[src/rtl/pipeline_pkg.sv]
// Shared types for the pipeline stall controller: FSM state, control bundle
// and the "no hazard" request encoding.
package pipeline_pkg;

   typedef enum logic {RUN, STALL} stall_state_t;

   typedef struct packed {
      logic stall_pc;
      logic stall_fetch_decode;
      logic flush_fetch_decode;
      logic flush_decode_execute;
      logic freeze_all;
   } pipe_ctrl_t;

   localparam logic [1:0] NOP_NONE = 2'b00;

endpackage

[src/rtl/pipeline_stall_controller_sat_counter.sv]
// Saturating up-counter with synchronous active-high clear; sticks at all-ones.
module sat_counter #(
   parameter int W = 16
) (
   input  logic         clk,
   input  logic         rst,
   input  logic         inc,
   output logic [W-1:0] count
);

   always_ff @(posedge clk) begin
      if (rst) begin
         count <= '0;
      end else if (inc && (count != {W{1'b1}})) begin
         count <= count + W'(1);
      end
   end

endmodule

[src/rtl/pipeline_stall_controller.sv]
// Hold/flush sequencing for the pipeline register banks (Mealy, zero latency).
// Statistics counters exist only when PIPE_STALL_STATS_EN is defined.
//
//   state | meaning
//   RUN   | normal flow; a nop request inserts the first bubble
//   STALL | extra load-use bubbles pending, cnt = bubbles still to insert
module pipeline_stall_controller
   import pipeline_pkg::*;
#(
   parameter int STALL_CYCLES = 1,
   parameter int CNT_W        = 16
) (
   input  logic             clk,
   input  logic             rst,
   input  logic [1:0]       nop_request,
   input  logic             branch_taken_execute,
   input  logic             mem_busy,
   output logic             stall_pc,
   output logic             stall_fetch_decode,
   output logic             flush_fetch_decode,
   output logic             flush_decode_execute,
   output logic             freeze_all,
   output logic [CNT_W-1:0] stall_cycles_total,
   output logic [CNT_W-1:0] flush_events_total
);

   stall_state_t state, state_next;
   logic [3:0]   cnt, cnt_next;
   pipe_ctrl_t   ctrl;

   always_ff @(posedge clk) begin
      if (rst) begin
         state <= RUN;
         cnt   <= 4'd0;
      end else begin
         state <= state_next;
         cnt   <= cnt_next;
      end
   end

   always_comb begin
      ctrl       = '0;
      state_next = state;
      cnt_next   = cnt;
      if (mem_busy) begin
         ctrl.freeze_all         = 1'b1;
         ctrl.stall_pc           = 1'b1;
         ctrl.stall_fetch_decode = 1'b1;
      end else if (branch_taken_execute) begin
         // The pending stall belongs to a wrong-path instruction, so drop it.
         ctrl.flush_fetch_decode   = 1'b1;
         ctrl.flush_decode_execute = 1'b1;
         state_next                = RUN;
         cnt_next                  = 4'd0;
      end else if ((state == STALL) || (nop_request != NOP_NONE)) begin
         ctrl.stall_pc             = 1'b1;
         ctrl.stall_fetch_decode   = 1'b1;
         ctrl.flush_decode_execute = 1'b1;
         if (state == STALL) begin
            cnt_next = cnt - 4'd1;
            if (cnt == 4'd1) begin
               state_next = RUN;
            end
         end else if (STALL_CYCLES > 1) begin
            state_next = STALL;
            cnt_next   = 4'(STALL_CYCLES - 1);
         end
      end
      if (rst) begin
         ctrl = '0;
      end
   end

   assign stall_pc             = ctrl.stall_pc;
   assign stall_fetch_decode   = ctrl.stall_fetch_decode;
   assign flush_fetch_decode   = ctrl.flush_fetch_decode;
   assign flush_decode_execute = ctrl.flush_decode_execute;
   assign freeze_all           = ctrl.freeze_all;

`ifdef PIPE_STALL_STATS_EN
   logic stall_inc, flush_inc;

   // flush_fetch_decode is only ever raised by a taken branch.
   assign stall_inc = ctrl.stall_fetch_decode & ~ctrl.freeze_all;
   assign flush_inc = ctrl.flush_fetch_decode;

   sat_counter #(.W(CNT_W)) u_stall_cnt (
      .clk   (clk),
      .rst   (rst),
      .inc   (stall_inc),
      .count (stall_cycles_total)
   );

   sat_counter #(.W(CNT_W)) u_flush_cnt (
      .clk   (clk),
      .rst   (rst),
      .inc   (flush_inc),
      .count (flush_events_total)
   );
`else
   assign stall_cycles_total = '0;
   assign flush_events_total = '0;
`endif

endmodule
[config.mk]
export PLATFORM = sky130hd
export DESIGN_NAME = pipeline_stall_controller
export DESIGN_NICKNAME = d
export VERILOG_FILES = /design/src/rtl/pipeline_pkg.sv /design/src/rtl/pipeline_stall_controller_sat_counter.sv /design/src/rtl/pipeline_stall_controller.sv
export SDC_FILE = /design/constraint.sdc
export NUM_CORES = 1
export LEC_CHECK = 0
export ABC_AREA = 1
export CAP_MARGIN = 0
export CORE_MARGIN = 1.5
export CORE_UTILIZATION = 33
export CTS_CLUSTER_SIZE = 8
export DETAILED_ROUTE_END_ITERATION = 12
export HOLD_SLACK_MARGIN = 0.02
export PLACE_DENSITY = 0.78
export RECOVER_POWER = 100
export SLEW_MARGIN = 20
export SYNTH_ARGS = -nofsm -noshare
export SYNTH_HDL_FRONTEND = slang
export SYNTH_SLANG_ARGS = --single-unit
[constraint.sdc]
create_clock -name clk -period 1.1 [get_ports clk]
set_input_delay 0.22 -clock clk [delete_from_list [all_inputs] [get_ports clk]]
set_output_delay 0.22 -clock clk [all_outputs]
set_load 0.02 [all_outputs]
# After elaboration in Yosys (flattened, before gate mapping)
# Cells that the tools add are included.
word_totals:
  ff_bits: 5
  input_bits: 6
  elab_cells: 27
classes:
  add_sub_neg: 1
  eq_ne: 1
  muxes: 16
  n_bitwise: 1
  n_reduce_logical: 6
op_table:
  columns: ["cell", "count"]
  rows:
  - ["4-bit two-way mux", 3]
  - ["1-bit two-way mux", 8]
  - ["2-bit two-way mux", 4]
  - ["2-bit nonzero test", 3]
  - ["5-bit two-way mux", 1]
  - ["4-bit by 1-bit equality test with 1-bit output (second input constant)", 1]
  - ["4-bit by 1-bit subtractor with 4-bit output (second input constant)", 1]
  - ["3-bit AND reduction", 1]
  - ["2-bit AND reduction", 1]
  - ["1-bit logical OR", 1]
  - ["1-bit NOT", 1]

# Depth between registers and ports, before layout
logic_depth:
  depth_word: 6
  ltp_mapped: 7
  ltp_nobuf: 7

# Least setup slack after synthesis
# Ideal clock, no wire load.
synth_path:
  path_type: "reg-to-output"
  startpoint: "register state"
  endpoint: "output port flush_decode_execute"
  arrival_ps: 890
  required_ps: 880
  path_slack_ps: -10
  stages_incl_launch_ff: 5
  n_path_buf: 0
  cell_sequence: "dfxtp_1 inv_1 nand2_1 nand2_1 a21oi_1"
synth_via:
  elab_chain_cells: 5
synth_lines:
  columns: ["element", "line_no", "rtl"]
  rows:
  - ["from (decl)", "pipeline_stall_controller.sv:27", "stall_state_t state, state_next;"]
  - ["from (signal assigned)", "pipeline_stall_controller.sv:36", "state <= state_next;"]
  - ["1-bit logical OR", "pipeline_stall_controller.sv:55", "end else if ((state == STALL) || (nop_request != NOP_NONE)) begin"]
  - ["1-bit two-way mux", "pipeline_stall_controller.sv:55", null]
  - ["1-bit two-way mux", "pipeline_stall_controller.sv:49", "end else if (branch_taken_execute) begin"]
  - ["2-bit two-way mux", "pipeline_stall_controller.sv:45", "if (mem_busy) begin"]
  - ["5-bit two-way mux", "pipeline_stall_controller.sv:69", "if (rst) begin"]
  - ["to (decl)", "pipeline_stall_controller.sv:21", "output logic flush_decode_execute,"]
# No other way between the ends.

# Worst setup path after layout
layout_path:
  startpoint: "register state"
  endpoint: "output port stall_fetch_decode"
layout_via:
  elab_chain_cells: 5
layout_lines:
  columns: ["element", "line_no", "rtl"]
  rows:
  - ["1-bit logical OR", "pipeline_stall_controller.sv:55", null]
  - ["2-bit two-way mux", "pipeline_stall_controller.sv:55", null]
  - ["2-bit two-way mux", "pipeline_stall_controller.sv:49", null]
  - ["2-bit two-way mux", "pipeline_stall_controller.sv:45", null]
  - ["5-bit two-way mux", "pipeline_stall_controller.sv:69", null]
  - ["to (decl)", "pipeline_stall_controller.sv:19", "output logic stall_fetch_decode,"]
# No other way between the ends.

==> summary.md <==
| Metric | Value |
|---|---|
| Fmax | 0.794 GHz |
| Final setup vio count | 3 |
| Pin count of the biggest net entering global routing | 6 |
| Worst hold path type | input port to flop |
| Layout net count | 116 |
| First drt pass iteration count | 4 |
| Die span in x | between 40 and 50 um |
| Count leader, synth | buf_4 |
| Worst skew pair latency | roughly 240 ps |
| Placed cells | roughly 120 |
| Final Max Tran Viols | 0 |
| Clock tree buffer depth | 2 |
| Register area share after synthesis | 0.173 |
| Number of remaining DRC errors | 0 |
| Largest area contributor in the netlist | buf_4 |
| Ys async rst share | 0 |
| Root Driver | clkbuf_4 |
| Synth top area cells | buf_4 (43%), dfxtp_1 (17%), nand2_1 (6.5%) |
| Most instantiated cells after synthesis | buf_4 (33), nand2_1 (10), nor2_1 (10) |
| CP Max Fanout | 2 |
| Die H | about 45 um |
| Diodes inserted | 0 |
| M1 GR Usage | 0.0978 |
| Drt total wl | 994 um |
| Initial core utilization | 0.367 |
| Iteration-0 DRC Markers | 7 |
| Post-synth top area share | 0.429 |
| Peak VDD IR | ~480 uV |
| Power consumption | between 0.6 and 0.7 mW |
| # rows | 14 |
| Violated checks | setup timing |
| CTS Buf Count | 3 |
| Final min period | between 1000 and 1500 ps |
| Power per Cell Area | about 900 mW/mm^2 |
| Status | finished, violations left |
| GRT Max-Usage Layer | met2 |
| Critical path startpoint category | flop |
| GPL Wtd Cong | between 0.7 and 0.8 |
| Worst Setup End Kind | output port |
| Register bit count reported by yosys | 5 |
| WL/cell | a little over 8 um |
| Antenna Violating Nets Remaining | 0 |
| Met3 usage | 0.0160 |
| Die area | between 0.002 and 0.0025 sq mm |
| Crit Path Class | flop to output port |
| Post-synthesis cell type count | 15 |
| Met2 usage | 0.188 |
| Initial antenna violation count | 0 |
| TritonCTS clock tree | built |
| Post-Syn Area | between 500 and 600 sq um |
| Vias | about 470 |
| Port buffer count | 10 |
| Final Worst Setup Slack | -159 ps |
| # hold bufs at CTS | 0 |
| RSZ-0062 raised after global routing | true |
| Mapped Cells | 83 |
| Worst path required time | just under 900 ps |
| Synth warn | 0 |
| Post-synth EDFFs | 0 |
| Synth Flop Type | dfxtp_1 |
| Leakage | between 0.4 and 0.5 nW |
| Core area | 0.00158 sq mm |
| # IOs | between 40 and 50 |
| First-pass GRT wire length | 1.49 mm |
| GR Overflow Total | 0 |
| Part of the cycle the worst path needs | 1.14 |
| Total Routing Usage GR | 0.103 |
| Clk pin slew, worst setup/hold paths | around 50 ps |
| Layout area overhead | 29.2% |
| Crit path arrival time | 1040 ps |
| Clock sink count | 5 |
| Clk_skew | 4.00 ps |
| Vias per inst | approximately 3.8 |
| Mean area per synthesized cell | a little under 7 sq um |
| Max-Cap Viols | 0 |
| Share of cells above drive strength 1 | 0.402 |
| Hold Fails Final Rpt | 0 |
| Vias in the first global route | roughly 380 |
| Final Non-Filler Cells | between 100 and 150 |
| HPWL Detailed | roughly 700 um |
| H-tree level count | 1 |
-- placed cells by master (no fill, tap or decap), drive strengths merged --
| master | synthesis | routed |
|---|---|---|
| a21oi | 4 | 4 |
| buf | 33 | 18 |
| clkbuf | 0 | 5 |
| clkdlybuf4s15 | 0 | 1 |
| conb | 1 | 32 |
| dfxtp | 5 | 5 |
| dlygate4sd2 | 0 | 2 |
| ha | 2 | 2 |
| inv | 9 | 9 |
| nand2 | 14 | 14 |
| nand3 | 3 | 3 |
| nor2 | 10 | 10 |
| o21ai | 2 | 2 |
-- what timing repair did --
item                                    in CTS  in global routing
pin swaps                                    5                  7
endpoints found under the setup margin       6                  7
resized for setup                           45                 17
setup buffers                                4                  1
cloned                                       0                  0
-- final timing paths --
| path | start | end | slack [ps] | cells past startpoint |
|---|---|---|---|---|
| max | state$_SDFFE_PP0P_ | stall_fetch_decode | -160 | 5 |
| min | branch_taken_execute | cnt[1]$_SDFFE_PP0P_ | 310 | 4 |
| max reg2reg | state$_SDFFE_PP0P_ | state$_SDFFE_PP0P_ | 100 | 7 |
| min reg2reg | cnt[1]$_SDFFE_PP0P_ | cnt[1]$_SDFFE_PP0P_ | 490 | 2 |
-- routing by layer --
metal / wire (um) / up-vias
li1: - / 232
met1: 322 / 208
met2: 597 / 30
met3: 67 / 2
met4: 7 / 0
met5: 0 / -
-- per-stage QoR --
stage	setup slack (ps)	hold slack, ps	cell area [sq um]	setup TNS, ps	utilization
after floorplan	-9.98	289	698	-9.98	-
after global placement	-782	469	634	-4710	0.402
after detailed placement	-812	472	634	-4890	0.402
after CTS	-129	415	708	-437	0.449
after global routing	-191	323	747	-549	0.474
final	-159	311	747	-437	0.474
-- critical path, cell delays in order, from the launching register on --
cell and delay, ps:
dfxtp_2 320, inv_2 60, nand2_4 70, o21ai_2 160, inv_2 70, buf_6 130
-- layout make-up --
cell class | instances | area, sq um
Tap cell | 16 | 20.0
Sequential cell | 5 | 103
Multi-Input combinational cell | 67 | 358
Inverter | 9 | 36.3
Timing Repair Buffer | 22 | 204
Clock buffer | 4 | 26.3
Fill cell | 148 | 830
-- where the power goes --
part           switching, mW  total (mW)  internal (mW)
Sequential           0.00413       0.192          0.188
Combinational          0.182       0.267         0.0850
Clock                 0.0736       0.211          0.137
Total                  0.260       0.670          0.410
-- cell families (layout without fill, tap and decap cells) --
kind of cell	Yosys count	in the layout	synth area share
and+or+nand+nor	27	27	0.225
other	1	32	0.00649
AOI/OAI and AO/OA	6	6	0.0649
DFF	5	5	0.173
buffers and inverters	42	35	0.487
adders and majority gates	2	2	0.0433
-- flip-flops by register name (all words and copies together) (netlist names) --
name,cells
state,1
cnt,4
(Power assumes the default switching activity.)
